### config.mk
export PLATFORM = sky130hd
export DESIGN_NAME = mux_out_sink
export DESIGN_NICKNAME = d
export VERILOG_FILES = /design/src/rtl/mux_out_sink.sv
export SDC_FILE = /design/constraint.sdc
export NUM_CORES = 1
export LEC_CHECK = 0
export CORE_MARGIN = 5
export CORE_UTILIZATION = 50
export CTS_BUF_LIST = sky130_fd_sc_hd__clkbuf_16
export CTS_CLUSTER_SIZE = 30
export DETAILED_ROUTE_END_ITERATION = 10
export MAX_ROUTING_LAYER = met4
export PLACE_DENSITY = 0.67
export SYNTH_ARGS = -nofsm -noshare
export SYNTH_HDL_FRONTEND = slang
export SYNTH_SLANG_ARGS = --single-unit
### constraint.sdc
create_clock -name clk -period 8.6 [get_ports clk]
set_input_delay 1.72 -clock clk [delete_from_list [all_inputs] [get_ports clk]]
set_output_delay 1.72 -clock clk [all_outputs]
set_load 0.01 [all_outputs]
### src/rtl/mux_out_sink.sv
// mux_out_sink: collects bytes from the selected lane of a 4-channel mux,
// packs them per channel into 32-bit little-endian words, and queues the
// completed words with their channel tag in a first-word-fall-through FIFO.
module mux_out_sink #(
   parameter int unsigned DEPTH  = 8,
   parameter int unsigned DROP_W = 8
) (
   input  logic                       clk,
   input  logic                       rst,
   input  logic [1:0]                 chan,
   input  logic [7:0]                 out_data0,
   input  logic [7:0]                 out_data1,
   input  logic [7:0]                 out_data2,
   input  logic [7:0]                 out_data3,
   input  logic                       valid,
   input  logic                       flush,
   output logic                       word_valid,
   output logic [31:0]                word_data,
   output logic [1:0]                 word_chan,
   input  logic                       word_ready,
   output logic                       overflow,
   output logic [DROP_W-1:0]          drop_cnt,
   output logic [$clog2(DEPTH+1)-1:0] level
);

   localparam int unsigned LW = $clog2(DEPTH + 1);
   localparam int unsigned AW = $clog2(DEPTH);

   logic [1:0]    idx  [4];
   logic [23:0]   part [4];
   logic [33:0]   mem  [DEPTH];
   logic [AW-1:0] rd_ptr;
   logic [AW-1:0] wr_ptr;

   logic [7:0] byte_in;
   logic       accept;
   logic       push_req;
   logic       push_ok;
   logic       pop;
   logic       full;

   // Select the byte on the lane the mux is currently driving.
   always_comb begin
      byte_in = out_data0;
      case (chan)
         2'd0: byte_in = out_data0;
         2'd1: byte_in = out_data1;
         2'd2: byte_in = out_data2;
         2'd3: byte_in = out_data3;
         default: byte_in = out_data0;
      endcase
   end

   assign accept     = valid & ~flush;
   assign push_req   = accept & (idx[chan] == 2'd3);
   assign full       = (level == LW'(DEPTH));
   assign word_valid = (level != '0);
   assign pop        = word_valid & word_ready;
   // A full FIFO still takes a word when the head leaves on the same edge;
   // the write slot then coincides with the slot being popped.
   assign push_ok    = push_req & (~full | pop);

   assign {word_chan, word_data} = mem[rd_ptr];

   // Per-channel byte index and partial-word assembly.
   always_ff @(posedge clk) begin
      if (rst) begin
         for (int unsigned i = 0; i < 4; i++) begin
            idx[i]  <= '0;
            part[i] <= '0;
         end
      end else if (flush) begin
         for (int unsigned i = 0; i < 4; i++) begin
            idx[i] <= '0;
         end
      end else if (valid) begin
         if (idx[chan] != 2'd3) begin
            part[chan][{idx[chan], 3'b000} +: 8] <= byte_in;
            idx[chan] <= idx[chan] + 2'd1;
         end else begin
            idx[chan] <= '0;
         end
      end
   end

   // FIFO storage, pointers and occupancy.
   always_ff @(posedge clk) begin
      if (rst) begin
         rd_ptr <= '0;
         wr_ptr <= '0;
         level  <= '0;
         for (int unsigned i = 0; i < DEPTH; i++) begin
            mem[i] <= '0;
         end
      end else begin
         if (push_ok) begin
            mem[wr_ptr] <= {chan, byte_in, part[chan]};
            wr_ptr      <= wr_ptr + AW'(1);
         end
         if (pop) begin
            rd_ptr <= rd_ptr + AW'(1);
         end
         case ({push_ok, pop})
            2'b10:   level <= level + LW'(1);
            2'b01:   level <= level - LW'(1);
            default: level <= level;
         endcase
      end
   end

   // Sticky overflow flag and saturating count of dropped words.
   always_ff @(posedge clk) begin
      if (rst) begin
         overflow <= 1'b0;
         drop_cnt <= '0;
      end else if (push_req && !push_ok) begin
         overflow <= 1'b1;
         if (drop_cnt != '1) begin
            drop_cnt <= drop_cnt + DROP_W'(1);
         end
      end
   end

endmodule

Word level (Yosys, flattened, before mapping):

Memories as Yosys holds them, arrays and structs flattened. A register that Yosys moved wholly into a read port is not among the register bits.
Cells that the tools add are included.

* flip-flop bits (word level): 19
* bits in writable memories: 376
* input bits: 39
* output and inout bits: 48
* logic and storage cells: 84
* memories: 3

* add/subtract/negate cells: 7
* equal/unequal tests: 9
* shift operators: 2
* muxes and demuxes: 37
* bitwise logic cells: 12
* reductions and logical operators: 9

Memories
* mem: depth 8, bits a word 34, rd ports 1, clocked after memory_dff 1, wr ports 8, line 31 `logic [33:0] mem [DEPTH];`
* part: depth 4, bits a word 24, rd ports 1, clocked after memory_dff 0, wr ports 4, line 30 `logic [23:0] part [4];`
* idx: depth 4, bits a word 2, rd ports 1, clocked after memory_dff 0, wr ports 4, line 29 `logic [1:0] idx [4];`

Operators by type and width (number)
* $mux 24: 3
* $mux 34: 1
* $reduce_or 34->1: 1
* $pmux 8 s4: 1
* $reduce_or 24->1: 1
* $shift 8x7->24 const A: 1
* $shiftx 8x7->24: 1
* $mux 1: 20
* $mux 2: 8
* $mux 3: 3
* $add 8x1->8 const B: 1
* $eq 2x2->1 const B: 4
* $ne 8x8->1 const B: 1
* $pmux 4 s2: 1
* $neg 5->7: 1
* $add 3x1->3 const B: 2
* $or 1x1->1: 6
* $add 4x1->4 const B: 1
* $and 1x1->1: 4
* $eq 2x1->1 const B: 2
* $eq 4x4->1 const B: 1
* $reduce_bool 4->1: 1
* $sub 4x1->4 const B: 1
* $add 2x1->2 const B: 1
* other kinds (8): 9

Depth between registers and ports, before layout:

Gate-level depths: netlist of the first run.
An unclocked memory read counts as a cell.

* depth after elaboration: 10
* mapped depth: 12
* mapped depth without buffers: 10

Least setup slack after synthesis of the first run:

No wires, ideal clock.

* path kind: input to register
* from: input port chan[0]
* to: memory mem[2][0] (enable)
* library setup time: 0.496 ns
* data arrival time: 4.389 ns
* required time: 8.104 ns
* slack: 3.715 ns
* stages: 9
* path buffers: 3
* path through: buf_6 -> clkbuf_1 -> mux4_2 -> ha_1 -> nand3b_1 -> a21oi_1 -> buf_2 -> nand4b_1 -> nand2b_1

RTL lines
* start, declared: line 10 `input logic [1:0] chan,`
* end, declared: line 31

==> impl_results.md, run 1 <==
* Status: finished clean
* Die Area at 39070 um2
* Most frequent cells in the layout: nor2_1 (380), edfxtp_1 (376), clkdlybuf4s50_1 (84)
* RSZ-0062 raised after global routing: false
* Clock tree buffer depth at 3
* Global-route wire length before repair at 62730 um
* Yosys warning total at 0
* Layout area overhead at 13.95%
* Startpoint Class: primary input
* Hold WC Path Type: register to register
* Avg Inst Size Synth at 13.85 um2
* Family with the most delay on the worst path: simple AND/OR/NAND/NOR gates
* Core area at roughly 35000 um2
* Resized cells post-CTS at 0
* Flop-to-flop setup slack at 4.98 ns
* Max-cap check violation count at 0
* Post-synthesis register bit count at 398
* Residual DRC count at 0
* Hold buffer count at CTS at 0
* Max Slew Vio Count at 0
* Vias at slightly above 10000
* Layout cells sized above 1 at 18.46%
* Fin. Hold Viols at 0
* Clock sinks at 398
* GR Util All Layers at 21.65%
* Routed len/inst at roughly 22 um
* Setup TNS at 0 ns
* Post-CTS Setup Inserts at 0
* Minimum clock period at 5.410 ns
* VDD IR max at ~0.14 mV
* Nets at 1373
* Number of synthesized flops with an enable pin at 376
* CTS tree: yes
* Antenna Nets Post-Route at 0
* Port bufs at between 80 and 90
* Largest cells by area after synthesis: edfxtp_1 (64%), mux4_2 (9.0%), nor2_1 (8.1%)
* Synth Flop Type: edfxtp_1
* Dpl hpwl at about 25000 um
* Clock transition at the registers of the reported paths at ~0.06 ns
* # IOs at 87
* CTS root buf: clkbuf_16
* Drt first pass iters at 5
* Total power draw at 0.004472 W
* Headroom to the max-slew limit at 32.14%
* Initial antenna violation count at 2
* Area share of the largest cell type after synthesis at 64.13%
* WHS Path Cells at 2
* Final Setup Violations at 0
* H-Tree Depth at 2
* Via density at approximately 5.7
* Crit path depth at 8
* Die span in y at 197.7 um
* Post-route clock period utilization at between 60% and 70%
* Mapped Area at 17610 um2
* Most frequent CP cell: buf_4
* Number of global-route vias before repair at roughly 11000
* Gate Count Post-Synth at 1271
* Commonest non-fill, non-tap cell in the layout: nor2_1
* Req. time, crit path at 8.74 ns
* Distinct cells, synth at 46
* Leading area contributor after synthesis: edfxtp_1
* Fin Clk Skew at ~0.021 ns
* Grt ovf at 0
* DRT iter0 DRCs at 1083
* WP data arrival at 5.55 ns
* Leakage power at 7.167 nW
* CTS Buf Count at 40
* Reg2Reg Depth at 7
* PD cells at 222.9 nW/um2
* Routed WL at 40280 um
* Clock Latency Late Sink at 0.54 ns
* Post-synthesis sequential area ratio at about 67%
* Final Wtd Congestion at 0.8106
* Slowest cell on the critical path: a21oi_1
* CP Buf/Inv Count at 2
* Syn_nets at between 1000 and 1500
* Critical-path cell list: buf_4 -> mux4_2 -> ha_1 -> nand3b_1 -> a21oi_1 -> nand4_1 -> buf_4 -> nand2b_2
* DIE WIDTH at 197.7 um
* Largest stage delay on the critical path at 0.78 ns
* Worst Tran Pin Value at between 1 and 1.5 ns
* Share of flip-flops with an asynchronous set or reset at 0%
* Initial Util at 50.85%
* Fmax achieved at roughly 180 MHz
* Num rows at 68
* Worst Setup End Kind: register
* Worst Path Class, Setup: primary input to register
* Largest net degree at the start of global routing at 73
* Critical-path maximum fanout at 72
## cell usage after synthesis (5+ instances only)
| cell type | instances |
|---|---|
| nand4_1 | 5 |
| edfxtp_1 | 376 |
| o21ai_1 | 24 |
| a21oi_1 | 11 |
| nand3_1 | 11 |
| inv_1 | 10 |
| mux2i_1 | 35 |
| nand2b_1 | 10 |
| clkbuf_1 | 80 |
| mux4_2 | 70 |
| buf_1 | 6 |
| o21bai_1 | 12 |
| dfxtp_1 | 22 |
| or4_1 | 5 |
| o21ai_0 | 11 |
| ha_1 | 9 |
| mux2_2 | 69 |
| nor2_1 | 380 |
| buf_2 | 5 |
| nor2_2 | 16 |
| nand2_1 | 53 |
## per-layer routing
layer	global-route usage, %	routed length, um
met1	28.75	16320
met3	3.275	2612
met2	34.83	20010
met4	6.988	1337
met5	-	0
## final timing paths
kind                                              start                        to
worst min register to register    overflow$_SDFFE_PP0P_     overflow$_SDFFE_PP0P_
worst max-delay path                            chan[0]  mem[7][29]$_SDFFCE_PN0P_
worst min-delay path              overflow$_SDFFE_PP0P_     overflow$_SDFFE_PP0P_
worst max register to register  idx[3][0]$_SDFFCE_PN0P_  mem[7][29]$_SDFFCE_PN0P_
## stage by stage
stage / cell area [um2] / util, % / std cells / setup slack (ns) / hold slack [ns]
6_report: 20060 / 57.94 / 1810 / 3.190 / 0.4833
3_3_place_gp: 18840 / 54.40 / 1737 / 2.718 / 0.4666
2_1_floorplan: 17610 / - / 1271 / 3.715 / 0.4541
3_5_place_dp: 18840 / 54.40 / 1737 / 2.602 / 0.4766
4_1_cts: 20060 / 57.93 / 1809 / 3.161 / 0.4912
5_1_grt: 20060 / 57.94 / 1810 / 2.874 / 0.5213
## state kept, by name, indices dropped and copies added, names as in the netlist, named ones only
register / cells
drop_cnt: 8
rd_ptr: 3
level: 4
part: 96
overflow: 1
wr_ptr: 3
mem: 272
idx: 8
## worst min-delay path: stages, from the launching register on
cell and delay [ns]:
dfxtp_1 0.34, a21oi_1 0.05, nor2_1 0.07
## layout make-up
cell class / instances / area [um2]
fill: 2695 / 14570
sequential: 398 / 11740
multi-input combinational: 768 / 5492
clock buffer: 41 / 1026
timing repair buffer: 106 / 1003
tap: 455 / 569.3
clock inverter: 31 / 195.2
inverter: 10 / 37.54
antenna: 1 / 2.502
## cell families (layout without fill, tap and decap cells)
group / Yosys count / after routing / synth area share [%]
flops: 398 / 398 / 66.63
simple gates: 506 / 506 / 12.05
xor+xnor: 6 / 6 / 0.2985
mux: 174 / 174 / 15.36
buf+inv: 105 / 188 / 2.445
other cells: 0 / 1 / 0
compound gates: 72 / 72 / 2.466
fa+ha+maj: 10 / 10 / 0.7533
## power by group
part           total (W)  switching (W)  internal, W
clock            0.00162       0.000701     0.000924
combinational   0.000606       0.000313     0.000292
sequential       0.00224      0.0000558      0.00219
total            0.00447        0.00107      0.00340
(Power assumes the default switching activity.)
==> inputs of run 2 (changes only) <==
PLACE_DENSITY = 0.7   (was 0.67)
clock period = 4.68 ns   (was 8.6 ns; I/O delays follow)
==> impl_results.md, run 2 (synthesized netlist as in run 1, its figures left out) <==
* Status: finished clean (unchanged)
* Largest net degree at the start of global routing at 71 (was 73)
* Pint at 0.006272 W (was 0.003403 W)
* Minimum clock period at 3.919 ns
* Biggest regs: mem: 272 flops, part: 96 flops (unchanged)
* Nets at 1391 (was 1373)
* Headroom to the max-slew limit at 29.17% (was 32.14%)
* PD cells at 403.8 nW/um2 (was 222.9 nW/um2)
* Vias at 10400 (was 10370)
* GR Util All Layers at 20.89% (was 21.65%)
* Slowest cell on the critical path: dfxtp_4 (was a21oi_1)
* Initial antenna violation count at 0 (was 2)
* Total power draw at 0.008177 W (was 0.004472 W)
* Hold Startpoint: overflow$_SDFFE_PP0P_ (unchanged)
* VDD IR max at 0.2264 mV (was 0.1387 mV)
* Family with the most delay on the worst path: multiplexers (was simple AND/OR/NAND/NOR gates)
* Crit path depth at 4 (was 8)
* Worst Tran Pin Value at 1.062 ns (was 1.011 ns)
* Sw Pwr at 0.001905 W (was 0.001069 W)
* Commonest non-fill, non-tap cell in the layout: nor2_1 (unchanged)
* CTS Buf Count at 40 (unchanged)
* Fin Clk Skew at 0.008904 ns (was 0.02142 ns)
* Critical-path maximum fanout at 29 (was 72)
* WHS Path Cells at 2 (unchanged)
* Clock Latency Late Sink at 0.53 ns (was 0.54 ns)
* Port bufs at 86 (unchanged)
* Grt ovf at 0 (unchanged)
* Finished Layout Cells at 1828 (was 1810)
* Reg2Reg Depth at 6 (was 7)
* Post-CTS Setup Inserts at 0 (unchanged)
* Via density at 5.687 (was 5.728)
* CTS tree: yes (unchanged)
* Global-route wire length before repair at 61470 um (was 62730 um)
* Placed Cells at 1755 (was 1737)
* Routed len/inst at 21.28 um (was 22.25 um)
* WP data arrival at 2.98 ns (was 5.55 ns)
* Routed WL at 38900 um (was 40280 um)
* Combinational Power Share at 13.4% (was 13.5%)
* Hold buffer count at CTS at 0 (unchanged)
* Die span in y at 197.7 um (unchanged)
* FILL cells at 2676 (was 2695)
* Setup TNS at 0 ns (unchanged)
* Reg power frac at 50.3% (was 50.1%)
* Max-cap check violation count at 0 (unchanged)
* Clock power share at 36.3% (about the same)
* Largest stage delay on the critical path at 0.74 ns (was 0.78 ns)
* Resized cells post-CTS at 0 (unchanged)
* Clock transition at the registers of the reported paths at 0.06 ns (about the same)
* H-Tree Depth at 2 (unchanged)
* Layout cells sized above 1 at 19.30% (was 18.46%)
* Sw frac at 23.30% (was 23.91%)
* Req. time, crit path at 3.74 ns (was 8.74 ns)
* Core area at 34630 um2 (unchanged)
* Antenna Nets Post-Route at 0 (unchanged)
* Startpoint Class: register (was primary input)
* Hold WC Path Type: register to register (unchanged)
* Num rows at 68 (unchanged)
* Clock tree buffer depth at 3 (unchanged)
* Number of global-route vias before repair at 10690 (was 10640)
* Residual DRC count at 0 (unchanged)
* Critical-path cell list: buf_12 -> mux4_2 -> mux2_2 -> clkdlybuf4s50_1 (was buf_4 -> mux4_2 -> ha_1 -> nand3b_1 -> a21oi_1 -> nand4_1 -> buf_4 -> nand2b_2)
* N_diodes at 0 (was 1)
* Max Slew Vio Count at 0 (unchanged)
* Reg2Reg Launch Point: idx[3][0]$_SDFFCE_PN0P_ (unchanged)
* Fin. Hold Viols at 0 (unchanged)
* Drt first pass iters at 5 (unchanged)
* Initial Util at 50.85% (unchanged)
* DRT iter0 DRCs at 890 (was 1083)
* Worst Path Class, Setup: register to primary output (was primary input to register)
* Final Setup Violations at 0 (unchanged)
* Fmax achieved at 255.1 MHz
* Clock sinks at 398 (unchanged)
* Top reg by flops: mem (unchanged)
* RSZ-0062 raised after global routing: false (unchanged)
* Layout area overhead at 15.01% (was 13.95%)
* CP Buf/Inv Count at 2 (unchanged)
* Worst Setup End Kind: primary output (was register)
* Final Wtd Congestion at 0.8127 (was 0.8106)
* Post-route clock period utilization at 83.75%
* Largest register FFs at 272 (unchanged)
* DIE WIDTH at 197.7 um (unchanged)
* Dpl hpwl at 22680 um (was 25420 um)
* CTS root buf: clkbuf_16 (unchanged)
* Most frequent cells in the layout: nor2_1 (380), edfxtp_1 (376), clkdlybuf4s50_1 (84) (unchanged)
* Die Area at 39070 um2 (unchanged)
* # IOs at 87 (unchanged)
* Leakage power at 7.294 nW (was 7.167 nW)
==> run 2: cell types whose count changed in the layout (fill, tap and decap cells not counted), sizes merged <==
cell,delta
buf,+18
clkinv,-5
diode,-1
inv,+6
==> run 2: per-layer routing <==
| metal | vias to the layer above | track usage [%] | wire length, um | part of all wire [%] |
|---|---|---|---|---|
| met4 | 0 | 4.922 | 752 | 1.9 |
| met1 | 5230 | 27.74 | 15870 | 41 |
| met5 | - | - | 0 | 0 |
| met3 | 58 | 2.951 | 2487 | 6.4 |
| li1 | 4766 | - | - | - |
| met2 | 341 | 34.66 | 19780 | 51 |
==> run 2: final cells by class <==
class	instances	area (um2)	area share [%]
Timing Repair Buffer	124	1201	5.932
Clock inverter	32	190.2	0.9392
Clock buffer	41	1026	5.067
Multi-Input combinational cell	768	5488	27.10
Tap cell	455	569.3	2.811
Sequential cell	398	11740	57.96
Inverter	10	37.54	0.1854
==> run 2: worst reg2reg max path, stage by stage, from the launching register on <==
cell and delay (ns):
edfxtp_1 0.37, mux4_2 0.56, ha_1 0.30, or4b_1 0.55
or4b_4 0.58, nand2b_1 0.29, nor2_1 0.16
==> run 2: metrics by stage <==
stage,utilization [%],setup WS [ns],hold WS [ns],instance area [um2]
final,58.48,0.7607,0.4759,20250
after global routing,58.48,0.5801,0.5286,20250
after CTS,58.48,0.6744,0.4797,20250
after detailed placement,54.96,0.6485,0.4624,19030
after global placement,54.96,0.7180,0.4595,19030
after floorplan,-,0.5794,0.4541,17610
==> run 2: power by group through the flow <==
stage	registers [W]	clock network, W	logic [W]
5_1_grt	0.00414	0.00319	0.00118
3_5_place_dp	0.00420	0	0.00111
3_3_place_gp	0.00419	0	0.00110
6_report	0.00411	0.00297	0.00110
2_1_floorplan	0.00412	0	0.000751
4_1_cts	0.00412	0.00302	0.00111
==> run 2: final timing paths <==
check | end | slack [ns]
max | word_data[31] | 0.76
min | overflow$_SDFFE_PP0P_ | 0.48
max reg2reg | part[2][3]$_SDFFCE_PN0P_ | 1.72
min reg2reg | overflow$_SDFFE_PP0P_ | 0.48
==> inputs of run 3 (changes only) <==
clock period = 3.4 ns   (was 4.68 ns; I/O delays follow)
==> impl_results.md, run 3 (synthesized netlist as in run 1, its figures left out) <==
* Status: finished clean (unchanged)
* Worst Setup End Kind: primary output (unchanged)
* Most frequent CP cell: buf_12
* Largest register FFs at 272 (unchanged)
* GR Util All Layers at 21.50% (was 20.89%)
* WHS at 0.4897 ns (was 0.4759 ns)
* Grt ovf at 0 (unchanged)
* Final Setup Violations at 0 (unchanged)
* Largest net degree at the start of global routing at 70 (was 71)
* Flip-flop and latch area at 11740 um2 (about the same)
* WP data arrival at 2.57 ns (was 2.98 ns)
* Worst Tran Pin Value at 1.036 ns (was 1.062 ns)
* Dpl hpwl at 24140 um (was 22680 um)
* Headroom to the max-slew limit at 30.93% (was 29.17%)
* Setup TNS at 0 ns (unchanged)
* Multi-input logic area at 5522 um2 (was 5488 um2)
* FILL cells at 2640 (was 2676)
* Biggest regs: mem: 272 flops, part: 96 flops (unchanged)
* Final worst-path setup slack at 0.1490 ns (was 0.7607 ns)
* Commonest non-fill, non-tap cell in the layout: nor2_1 (unchanged)
* Minimum clock period at 3.251 ns
* CTS root buf: clkbuf_16 (unchanged)
* Port bufs at 86 (unchanged)
* Critical-path cell list: buf_12 -> buf_12 -> mux4_2 -> mux2_2 -> clkdlybuf4s50_1 (was buf_12 -> mux4_2 -> mux2_2 -> clkdlybuf4s50_1)
* Startpoint Class: register (unchanged)
* Max Slew Vio Count at 0 (unchanged)
* Clock tree buffer depth at 3 (unchanged)
* CTS tree: yes (unchanged)
* Number of global-route vias before repair at 10950 (was 10690)
* Util after Layout at 60.34% (was 58.48%)
* # IOs at 87 (unchanged)
* Core area at 34630 um2 (unchanged)
* Clock transition at the registers of the reported paths at 0.05 ns (was 0.06 ns)
* Leakage power at 7.667 nW (was 7.294 nW)
* RSZ-0062 raised after global routing: false (unchanged)
* Most frequent cells in the layout: nor2_1 (380), edfxtp_1 (376), clkdlybuf4s50_1 (85) (was nor2_1 (380), edfxtp_1 (376), clkdlybuf4s50_1 (84))
* Max-cap check violation count at 0 (unchanged)
* Nets at 1446 (was 1391)
* Clock Latency Late Sink at 0.53 ns (about the same)
* VDD IR max at 0.3276 mV (was 0.2264 mV)
* Global-route wire length before repair at 62960 um (was 61470 um)
* H-Tree Depth at 2 (unchanged)
* Initial antenna violation count at 0 (unchanged)
* Family with the most delay on the worst path: multiplexers (unchanged)
* Via density at 5.665 (was 5.687)
* Largest stage delay on the critical path at 0.53 ns (was 0.74 ns)
* Slowest cell on the critical path: mux4_2 (was dfxtp_4)
* Top reg by flops: mem (unchanged)
* Hold WC Path Type: register to register (unchanged)
* Post-route cell area at 20900 um2 (was 20250 um2)
* DRT iter0 DRCs at 831 (was 890)
* Layout area overhead at 18.68% (was 15.01%)
* DIE WIDTH at 197.7 um (unchanged)
* Req. time, crit path at 2.72 ns (was 3.74 ns)
* Flop-to-flop setup slack at 0.72 ns (was 1.72 ns)
* Post-route clock period utilization at 95.62%
* Critical-path maximum fanout at 17 (was 29)
* Residual DRC count at 0 (unchanged)
* Fin Clk Skew at 0.01323 ns (was 0.008904 ns)
* Routed WL at 40400 um (was 38900 um)
* Worst Path Class, Setup: register to primary output (unchanged)
* Final Wtd Congestion at 0.7970 (was 0.8127)
* PD cells at 548.6 nW/um2 (was 403.8 nW/um2)
* CTS Buf Count at 41 (was 40)
* Clock sinks at 398 (unchanged)
* Vias at 10660 (was 10400)
* Die Area at 39070 um2 (unchanged)
* Die span in y at 197.7 um (unchanged)
* Initial Util at 50.85% (unchanged)
* Hold buffer count at CTS at 0 (unchanged)
* Drt first pass iters at 5 (unchanged)
* Layout cells sized above 1 at 23.20% (was 19.30%)
* Antenna Nets Post-Route at 0 (unchanged)
* Placed cell areas at 19620 um2 (was 19030 um2)
* DP Worst Slack at 0.03736 ns (was 0.6485 ns)
* Fin. Hold Viols at 0 (unchanged)
* Routed len/inst at 21.47 um (was 21.28 um)
* CP Buf/Inv Count at 3 (was 2)
* Fmax achieved at 307.6 MHz
* Num rows at 68 (unchanged)
* N_diodes at 0 (unchanged)
[run 3: cell count changes in the layout (fill, tap and decap cells not counted), moves of 2 or more]
cell	delta
o21bai_1	-12
buf_12	+14
clkinv_2	+4
o21bai_2	+12
buf_4	+40
clkinv_8	+2
inv_1	-2
o21ai_1	+3
o21ai_2	-3
clkinv_1	-2
[run 3: worst paths after layout]
| path | from | to | cells after the start |
|---|---|---|---|
| hold / removal | rd_ptr[1]$_SDFFE_PP0P_ | register | 2 |
| setup / recovery | register | word_data[26] | 5 |
| hold reg to reg | rd_ptr[1]$_SDFFE_PP0P_ | register | 2 |
| setup reg to reg | idx[1][0]$_SDFFCE_PN0P_ | part[2][7]$_SDFFCE_PN0P_ | 6 |
[run 3: routing by layer]
layer	GRT usage [%]	wire length [um]	share of wire, %
met1	28.14	16040	40
met2	36.17	21120	52
met3	3.053	2434	6.0
met4	4.922	811	2.0
met5	-	0	0
[run 3: cell type report]
class | count | share of cell area, %
timing repair buffer | 178 | 8.551
tap | 455 | 2.725
multi-input combinational | 768 | 26.43
sequential | 398 | 56.19
clock inverter | 32 | 1.024
inverter | 10 | 0.1796
clock buffer | 41 | 4.910
[run 3: metrics by stage]
stage | power (W) | instances
after CTS | 0.01156 | 1882
after detailed placement | 0.007412 | 1806
after global placement | 0.007382 | 1806
after global routing | 0.01189 | 1882
final | 0.01146 | 1882
after floorplan | 0.006711 | 1271
[run 3: report_power, final]
part           switching, W  internal [W]  total, W
clock network       0.00180       0.00235   0.00414
registers         0.0000729       0.00553   0.00560
logic              0.000833      0.000887   0.00172
[run 3: repair_timing]
action,in CTS,in global routing
setup endpoints to repair,29,0
resized for setup,1,0
setup buffers,3,0
[run 3: worst reg2reg max path: cells and delay by family, from the launching register on]
kind	cells	cell delay, ns
DFF	1	0.38
muxes	1	0.48
and+or+nand+nor	4	1.45
adders and majority gates	1	0.23
